[src/rtl/mux4_rr_scheduler_pkg.sv]
// Shared definitions for the 4-source round-robin mux scheduler.
package mux4_rr_scheduler_pkg;

    localparam int NUM_SRC = 4;
    localparam int SEL_W   = 2;

    typedef enum logic [1:0] {
        IDLE  = 2'd0,
        GRANT = 2'd1,
        GUARD = 2'd2
    } state_e;

    // Binary source index to one-hot grant vector.
    function automatic logic [NUM_SRC-1:0] onehot(input logic [SEL_W-1:0] idx);
        return NUM_SRC'(1) << idx;
    endfunction

endpackage

[src/rtl/mux4_rr_scheduler_rr_pick4.sv]
// Round-robin pick: first set request bit searching upward from last+1,
// wrapping after 3. Purely combinational.
module rr_pick4
    import mux4_rr_scheduler_pkg::*;
(
    input  logic [NUM_SRC-1:0] req,
    input  logic [SEL_W-1:0]   last,
    output logic [SEL_W-1:0]   pick,
    output logic               any
);

    logic [SEL_W-1:0] idx;

    // Walk candidates farthest-first so the nearest set bit after last wins.
    always_comb begin
        idx  = '0;
        pick = last;
        any  = |req;
        for (int k = NUM_SRC - 1; k >= 0; k--) begin
            idx = last + SEL_W'(k) + SEL_W'(1);
            if (req[idx]) pick = idx;
        end
    end

endmodule

[src/rtl/mux4_rr_scheduler.sv]
// Round-robin scheduler for a shared 4:1, 1-bit mux line.
// Owners are separated by GUARD_CYCLES idle cycles with out_en low so the
// line never changes source while enabled.
// Optional: define MUX4_RR_TIMEOUT_EN to preempt an owner after MAX_HOLD
// consecutive grant cycles.
module mux4_rr_scheduler
    import mux4_rr_scheduler_pkg::*;
#(
    parameter int MAX_HOLD     = 64,
    parameter int GUARD_CYCLES = 2
) (
    input  logic               clk,
    input  logic               rst_n,
    input  logic [NUM_SRC-1:0] req,
    output logic [NUM_SRC-1:0] gnt,
    output logic [SEL_W-1:0]   sel,
    output logic               out_en,
    output logic               busy
);

    if (MAX_HOLD < 1 || MAX_HOLD > 255) begin : g_bad_max_hold
        $error("MAX_HOLD out of range 1..255");
    end
    if (GUARD_CYCLES < 0 || GUARD_CYCLES > 15) begin : g_bad_guard
        $error("GUARD_CYCLES out of range 0..15");
    end

    // Last guard count value before leaving GUARD (unused when GUARD_CYCLES=0).
    localparam logic [3:0] GUARD_LAST = 4'(GUARD_CYCLES - 1);

    state_e             state_q, state_d;
    logic [NUM_SRC-1:0] gnt_q, gnt_d;
    logic [SEL_W-1:0]   sel_q, sel_d;
    logic               out_en_q, out_en_d;
    logic               busy_q, busy_d;
    logic [SEL_W-1:0]   last_q, last_d;
    logic [3:0]         guard_cnt_q, guard_cnt_d;
`ifdef MUX4_RR_TIMEOUT_EN
    localparam logic [7:0] HOLD_MAX  = 8'(MAX_HOLD);
    localparam logic [7:0] HOLD_LAST = 8'(MAX_HOLD - 1);
    logic [7:0]         hold_cnt_q, hold_cnt_d;
`endif

    logic [SEL_W-1:0]   pick;
    logic               pick_any;
    logic               rel, to_grant, to_guard, to_idle;

    rr_pick4 u_pick (
        .req  (req),
        .last (last_q),
        .pick (pick),
        .any  (pick_any)
    );

    // Next-state and registered-output decode.
    always_comb begin
        state_d     = state_q;
        gnt_d       = gnt_q;
        sel_d       = sel_q;
        out_en_d    = out_en_q;
        busy_d      = busy_q;
        last_d      = last_q;
        guard_cnt_d = guard_cnt_q;
`ifdef MUX4_RR_TIMEOUT_EN
        hold_cnt_d  = hold_cnt_q;
`endif
        rel         = 1'b0;
        to_grant    = 1'b0;
        to_guard    = 1'b0;
        to_idle     = 1'b0;

        case (state_q)
            IDLE: to_grant = pick_any;
            GRANT: begin
                rel = !req[last_q];
`ifdef MUX4_RR_TIMEOUT_EN
                if (hold_cnt_q < HOLD_MAX) hold_cnt_d = hold_cnt_q + 8'd1;
                if (hold_cnt_q == HOLD_LAST) rel = 1'b1;
`endif
                if (rel) begin
                    // With no guard time the handoff happens on the release edge.
                    if (GUARD_CYCLES == 0) begin
                        to_grant = pick_any;
                        to_idle  = !pick_any;
                    end else begin
                        to_guard = 1'b1;
                    end
                end
            end
            GUARD: begin
                if (guard_cnt_q == GUARD_LAST) begin
                    to_grant = pick_any;
                    to_idle  = !pick_any;
                end else begin
                    guard_cnt_d = guard_cnt_q + 4'd1;
                end
            end
            default: to_idle = 1'b1;
        endcase

        // sel only moves here, on the edge that enters GRANT.
        if (to_grant) begin
            state_d  = GRANT;
            gnt_d    = onehot(pick);
            sel_d    = pick;
            out_en_d = 1'b1;
            busy_d   = 1'b1;
            last_d   = pick;
`ifdef MUX4_RR_TIMEOUT_EN
            hold_cnt_d = 8'd0;
`endif
        end else if (to_guard) begin
            state_d     = GUARD;
            gnt_d       = '0;
            out_en_d    = 1'b0;
            busy_d      = 1'b1;
            guard_cnt_d = 4'd0;
        end else if (to_idle) begin
            state_d  = IDLE;
            gnt_d    = '0;
            out_en_d = 1'b0;
            busy_d   = 1'b0;
        end
    end

    // State, counters and output registers; last=3 so source 0 wins first.
    always_ff @(posedge clk or negedge rst_n) begin
        if (!rst_n) begin
            state_q     <= IDLE;
            gnt_q       <= '0;
            sel_q       <= '0;
            out_en_q    <= 1'b0;
            busy_q      <= 1'b0;
            last_q      <= SEL_W'(NUM_SRC - 1);
            guard_cnt_q <= 4'd0;
`ifdef MUX4_RR_TIMEOUT_EN
            hold_cnt_q  <= 8'd0;
`endif
        end else begin
            state_q     <= state_d;
            gnt_q       <= gnt_d;
            sel_q       <= sel_d;
            out_en_q    <= out_en_d;
            busy_q      <= busy_d;
            last_q      <= last_d;
            guard_cnt_q <= guard_cnt_d;
`ifdef MUX4_RR_TIMEOUT_EN
            hold_cnt_q  <= hold_cnt_d;
`endif
        end
    end

    assign gnt    = gnt_q;
    assign sel    = sel_q;
    assign out_en = out_en_q;
    assign busy   = busy_q;

endmodule

[config.mk]
export PLATFORM = sky130hd
export DESIGN_NAME = mux4_rr_scheduler
export DESIGN_NICKNAME = d
export VERILOG_FILES = /design/src/rtl/mux4_rr_scheduler_pkg.sv /design/src/rtl/mux4_rr_scheduler_rr_pick4.sv /design/src/rtl/mux4_rr_scheduler.sv
export SDC_FILE = /design/constraint.sdc
export NUM_CORES = 1
export LEC_CHECK = 0
export ABC_AREA = 1
export ABC_CLOCK_PERIOD_IN_PS = 2000
export CAP_MARGIN = 20
export CORE_MARGIN = 5
export CORE_UTILIZATION = 50
export DETAILED_ROUTE_END_ITERATION = 10
export GPL_ROUTABILITY_DRIVEN = 0
export PLACE_DENSITY = 0.72
export SKIP_CTS_REPAIR_TIMING = 1
export SYNTH_ARGS = -nofsm -noshare
export SYNTH_HDL_FRONTEND = slang
export SYNTH_SLANG_ARGS = --single-unit
export TNS_END_PERCENT = 1
[constraint.sdc]
create_clock -name clk -period 2 [get_ports clk]
set_input_delay 0.5 -clock clk [delete_from_list [all_inputs] [get_ports clk]]
set_output_delay 0.5 -clock clk [all_outputs]
set_load 0.02 [all_outputs]
## After elaboration in Yosys (flattened, before gate mapping)

Cells that the tools add are included.

| storage, ports and cells | value |
|---|---|
| word-level logic and storage cells | 63 |
| output and inout bits | 8 |
| bits of input ports | 6 |
| bits in registers | 16 |

| cells by class | value |
|---|---|
| mux-type cells | 35 |
| order comparisons | 5 |
| shifts and indexed selects | 1 |
| reductions and logical operators | 5 |
| equality and inequality tests | 3 |
| add/sub/neg operators | 7 |

Operators by type and width:

| kind | number |
|---|---|
| $mux 4 | 7 |
| $lt 2x3->1 const B | 5 |
| $mux 1 | 14 |
| $mux 2 | 7 |
| $bmux 1 s2 | 5 |
| $add 2x1->2 const B | 4 |
| $add 2x2->2 const B | 2 |
| $add 4x1->4 const B | 1 |
| $eq 4x1->1 const B | 1 |
| $pmux 1 s2 | 2 |
| $reduce_or 4->1 | 1 |
| $shl 1x2->4 const A | 1 |
| $reduce_bool 3->1 | 1 |
| $eq 2x1->1 const B | 1 |
| $eq 2x2->1 const B | 1 |
| $logic_not 2->1 | 1 |
| $reduce_or 2->1 | 1 |
| $logic_not 1->1 | 1 |

## Depth between registers and ports, before layout

| logic depth | value |
|---|---|
| depth in word-level cells | 10 |
| gate-level depth with buffers | 12 |
| depth with buffers taken out | 11 |

## Modules after synthesis

Synthesis repeated with hierarchy kept, for this count alone.

| unflattened totals | value |
|---|---|
| cell total of the unflattened synthesis | 133 |
| area total of the unflattened synthesis | 958.4 sq um |

Modules (own cells, without submodules):

| module | times used | cells each | area each (sq um) | sequential area each (sq um) |
|---|---|---|---|---|
| mux4_rr_scheduler | 1 | 88 | 753.2 | 377.9 |
| rr_pick4 | 1 | 45 | 205.2 | 0.0 |

## Worst setup path before layout

OpenSTA, ideal clock, no wires.

| path | value |
|---|---|
| path kind | register to register |
| start point | register last_q[0] |
| end point | register gnt_q[0], in the netlist gnt[0] |
| cell stages (with the launch flop) | 13 |
| library setup time | 0.118 ns |
| clock period less this slack | 1.413 ns |
| buffers on the path | 1 |
| data arrival time | 1.295 ns |
| required time | 1.882 ns |
| setup slack | 0.587 ns |
| cell sequence | dfstp_2 > buf_6 > inv_8 > nand2_2 > nand2_4 > nand2_4 > nand2_2 > inv_2 > nand2_2 > nand2_2 > nand2_4 > nand3_1 > nand2_1 |

| between the ends | value |
|---|---|
| word-level cells in the longest chain between the ends | 10 |
| elaborated cells between the ends (all ways) | 26 |
| those cells by class | add/sub: 6; shift: 1; mux: 18; reduce/logical: 1 |

Ends and longest elaborated chain:

| what | line | RTL |
|---|---|---|
| start, declared | mux4_rr_scheduler.sv:36 | `logic [SEL_W-1:0] last_q, last_d;` |
| start signal, assigned | mux4_rr_scheduler.sv:134 | `last_q <= SEL_W'(NUM_SRC - 1);` |
| start signal, assigned | mux4_rr_scheduler.sv:145 | `last_q <= last_d;` |
| $add 2x2->2 | mux4_rr_scheduler_rr_pick4.sv:20 | `idx = last + SEL_W'(k) + SEL_W'(1);` |
| $add 2x1->2 | mux4_rr_scheduler_rr_pick4.sv:20 |  |
| $bmux 1 s2 | mux4_rr_scheduler_rr_pick4.sv:21 | `if (req[idx]) pick = idx;` |
| $mux 1 (not written as such) | mux4_rr_scheduler_rr_pick4.sv:21 |  |
| $mux 2 (4 in series) | mux4_rr_scheduler_rr_pick4.sv:21 |  |
| $shl 1x2->4 | mux4_rr_scheduler_pkg.sv:15 | `return NUM_SRC'(1) << idx;` |
| $mux 4 | mux4_rr_scheduler.sv:102 | `if (to_grant) begin` |
| end signal, assigned | mux4_rr_scheduler.sv:141 | `gnt_q <= gnt_d;` |
| end, declared | mux4_rr_scheduler.sv:32 | `logic [NUM_SRC-1:0] gnt_q, gnt_d;` |

Parallel ways exist; a longest one is shown, timed or not. The select of a mux whose other input is x is not followed.
A chain may end at the register's enable or synchronous reset.

==> load_flow_metrics.sql <==
INSERT INTO impl_metrics (metric_group, metric, value, unit) VALUES
('run_status', 'run_status', 'finished clean', ''),
('synthesis', 'main_synth_ff_type', 'dfrtp_1', ''),
('clock_network', 'cts-root-to-sink-buffers', '2', ''),
('place', 'hpwlAfterDp', '1435', 'um'),
('clock_network', 'worst_skew_pair.late_latency', '0.28', 'ns'),
('synthesis', 'async_flop_share', '1.000', ''),
('global_route', 'globalRouteTotalUtil', '0.1583', ''),
('clock_network', 'htree_levels', '1', ''),
('layout', 'nNetsFinal', '150', ''),
('clock_network', 'tritoncts', 'yes', ''),
('synthesis', 'synth-seq-area-share', '0.3963', ''),
('sta', 'unrepaired_setup_endpoints_after_global_routing', 'no', ''),
('layout', 'drive_above_1_share', '0.2340', ''),
('power', 'netSwitchingFraction', '0.4983', ''),
('synthesis', 'synth-edff-count', '0', ''),
('floorplanning', 'design.core.area', '1764', 'um^2'),
('global_route', 'first_global_vias', '815', ''),
('setup_path', 'critPathMaxFanout', '4', ''),
('synthesis', 'syn_nets', '130', ''),
('synthesis', 'muxShareOfSynthArea', '0', ''),
('setup_path', 'crit_path_start_kind', 'flip-flop', ''),
('floorplanning', 'floorplan.die.width', '53.67', 'um'),
('drt', 'initialDrtViolationCount', '10', ''),
('min_path', 'hold_end', 'busy$_DFFE_PN0P_', ''),
('global_route', 'grt_overflow', '0', ''),
('sta', 'final_max_slew_viol_count', '0', ''),
('min_path', 'hold_sp', 'busy$_DFFE_PN0P_', ''),
('sta', 'setup-violations-final', '0', ''),
('setup_path', 'path_buf_inv', '1', ''),
('layout', 'layout-area-overhead-vs-synth', '21.00', '%'),
('power', 'cellPowerDensity', '1710', 'nW/um^2'),
('drt', 'remaining_drc_errors', '0', ''),
('drt', 'postRouteAntennaNets', '0', ''),
('clock_network', 'number_of_cts_inserted_buffers', '3', ''),
('place', 'buffer_ports.inserted', '13', ''),
('synthesis', 'post_synth_xor_area_fraction', '0.02756', ''),
('synthesis', 'ys_types', '23', ''),
('power', 'cell_internal_pwr', '989.8', 'uW'),
('layout', 'most-common-layout-cells', 'nand2_1, nand3_1, inv_1', ''),
('power', 'power_frac_clock', '0.087', ''),
('drt', 'routed_wire_length_per_instance', '11.02', 'um'),
('synthesis', 'synth_top_family_by_area', 'simple AND/OR/NAND/NOR gates', ''),
('setup_path', 'timing.setup.critical_path_class', 'reg2out', ''),
('setup_path', 'worstPathRequired', '1.50', 'ns'),
('synthesis', 'yosysWarnings', '0', ''),
('setup_path', 'critical_path.slowest_cell', 'clkdlybuf4s50_1', ''),
('clock_network', 'cts.root.buffer_cell', 'clkbuf_4', ''),
('sta', 'finalClockSkew', '0.002157', 'ns'),
('sta', 'final_cycle_utilization_of_the_critical_path', '0.9052', ''),
('power', 'seqPwrFrac', '0.282', ''),
('global_route', 'antenna_found_initial', '0', ''),
('setup_path', 'critical_path.reg2reg.startpoint', 'last_q[0]$_DFFE_PN1P_', ''),
('setup_path', 'ff_to_ff_path_depth', '11', ''),
('clock_network', 'clk_pin_slew_worst_paths', '0.09', 'ns'),
('sta', 'period_minus_slack', '1.810', 'ns'),
('setup_path', 'path_cells', 'clkdlybuf4s50_1', ''),
('setup_path', 'data_arrival_time_of_the_critical_path', '1.31', 'ns'),
('synthesis', 'post_synth_inst_count', '122', ''),
('floorplanning', 'pin_count', '14', ''),
('sta', 'worst_pin_slew', '0.2450', 'ns'),
('layout', 'num-fill-cells', '163', ''),
('drt', 'detailroute.via_count', '827', ''),
('setup_path', 'critical-path-top-delay-family', 'buffers and inverters', ''),
('sta', 'finalHoldViolations', '0', ''),
('synthesis', 'synth_simple_gate_area_share', '0.4003', ''),
('setup_path', 'worst_path_largest_cell_delay', '0.63', 'ns'),
('sta', 'worst_hold_slack', '0.4769', 'ns'),
('floorplanning', 'die_height', '53.67', 'um'),
('drt', 'wl', '1829', 'um'),
('synthesis', 'synthesized_area_divided_by_synthesized_cell_count', '7.815', 'um^2'),
('synthesis', 'flop_and_latch_count_out_of_synthesis', '15', '');
-- routing by layer --
| metal | vias to the layer above | wire length [um] | global-route usage | share of wire |
|---|---|---|---|---|
| met2 | 20 | 918 | 0.2782 | 0.50 |
| met4 | 0 | 13 | 0.05106 | 0.0071 |
| met3 | 2 | 82 | 0.04155 | 0.045 |
| met5 | - | 0 | 0 | 0 |
| li1 | 417 | - | - | - |
| met1 | 388 | 814 | 0.1851 | 0.45 |
-- cell usage after synthesis (2+ instances only) --
cell	number	area [um^2]
nand2_1	34	127.6
nand3_1	16	80.08
inv_1	14	52.55
dfrtp_1	13	325.3
nand2_2	11	68.82
nand2_4	5	56.30
nor2_1	5	18.77
o21ai_0	4	20.02
dfstp_2	2	52.55
ha_1	2	25.02
inv_2	2	7.510
o21ai_2	2	17.52
xor2_1	2	17.52
-- cells by family after synthesis --
| group | count (synthesis) |
|---|---|
| flops | 15 |
| buf+inv | 19 |
| simple gates | 74 |
| xor+xnor | 3 |
| compound gates | 9 |
| fa+ha+maj | 2 |
-- through the flow --
stage	area, um^2	instances	power (uW)	utilization	setup slack [ns]
finish	1154	166	1973	0.6539	0.1897
floorplan	953.4	122	1482	-	0.5874
CTS	1154	166	1987	0.6539	0.1828
global placement	1126	162	1779	0.6383	0.08716
global route	1154	166	2165	0.6539	0.1380
detailed placement	1126	162	1797	0.6383	0.07048
-- cell type report --
| cell class | count | area, um^2 | area share |
|---|---|---|---|
| clock buffer | 3 | 22.52 | 0.01952 |
| clock inverter | 1 | 5.005 | 0.004338 |
| inverter | 18 | 76.32 | 0.06616 |
| multi-input combinational | 88 | 488.0 | 0.4230 |
| sequential | 15 | 377.9 | 0.3275 |
| tap | 25 | 31.28 | 0.02711 |
| timing repair buffer | 16 | 152.6 | 0.1323 |
-- tightest hold or removal path, stage by stage (launching register included) --
cell     delay, ns
dfrtp_1       0.35
nand2_1       0.05
nand2_1       0.05
-- flip-flops by register name (all words and copies together) (netlist names) --
register,count
gnt,4
guard_cnt_q,4
last_q,2
sel,2
state_q,2
busy,1
-- how the worst max path moves through the flow --
stage                                start            endpoint  cells after the start
floorplan            last_q[0]$_DFFE_PN1P_  gnt[0]$_DFFE_PN0P_                     12
global placement                    req[1]  gnt[3]$_DFFE_PN0P_                      7
detailed placement                  req[1]  gnt[3]$_DFFE_PN0P_                      7
CTS                 state_q[0]$_DFFE_PN0P_              out_en                      1
global route        state_q[0]$_DFFE_PN0P_              out_en                      1
finish              state_q[0]$_DFFE_PN0P_              out_en                      1
-- power by group through the flow --
stage / combinational [uW] / sequential (uW) / clock (uW)
after floorplan: 893 / 590 / 0
after global placement: 1220 / 558 / 0
after detailed placement: 1240 / 561 / 0
after CTS: 1250 / 555 / 179
after global routing: 1390 / 575 / 195
final: 1240 / 556 / 172
Note: power is estimated with default switching activity, not from simulation.
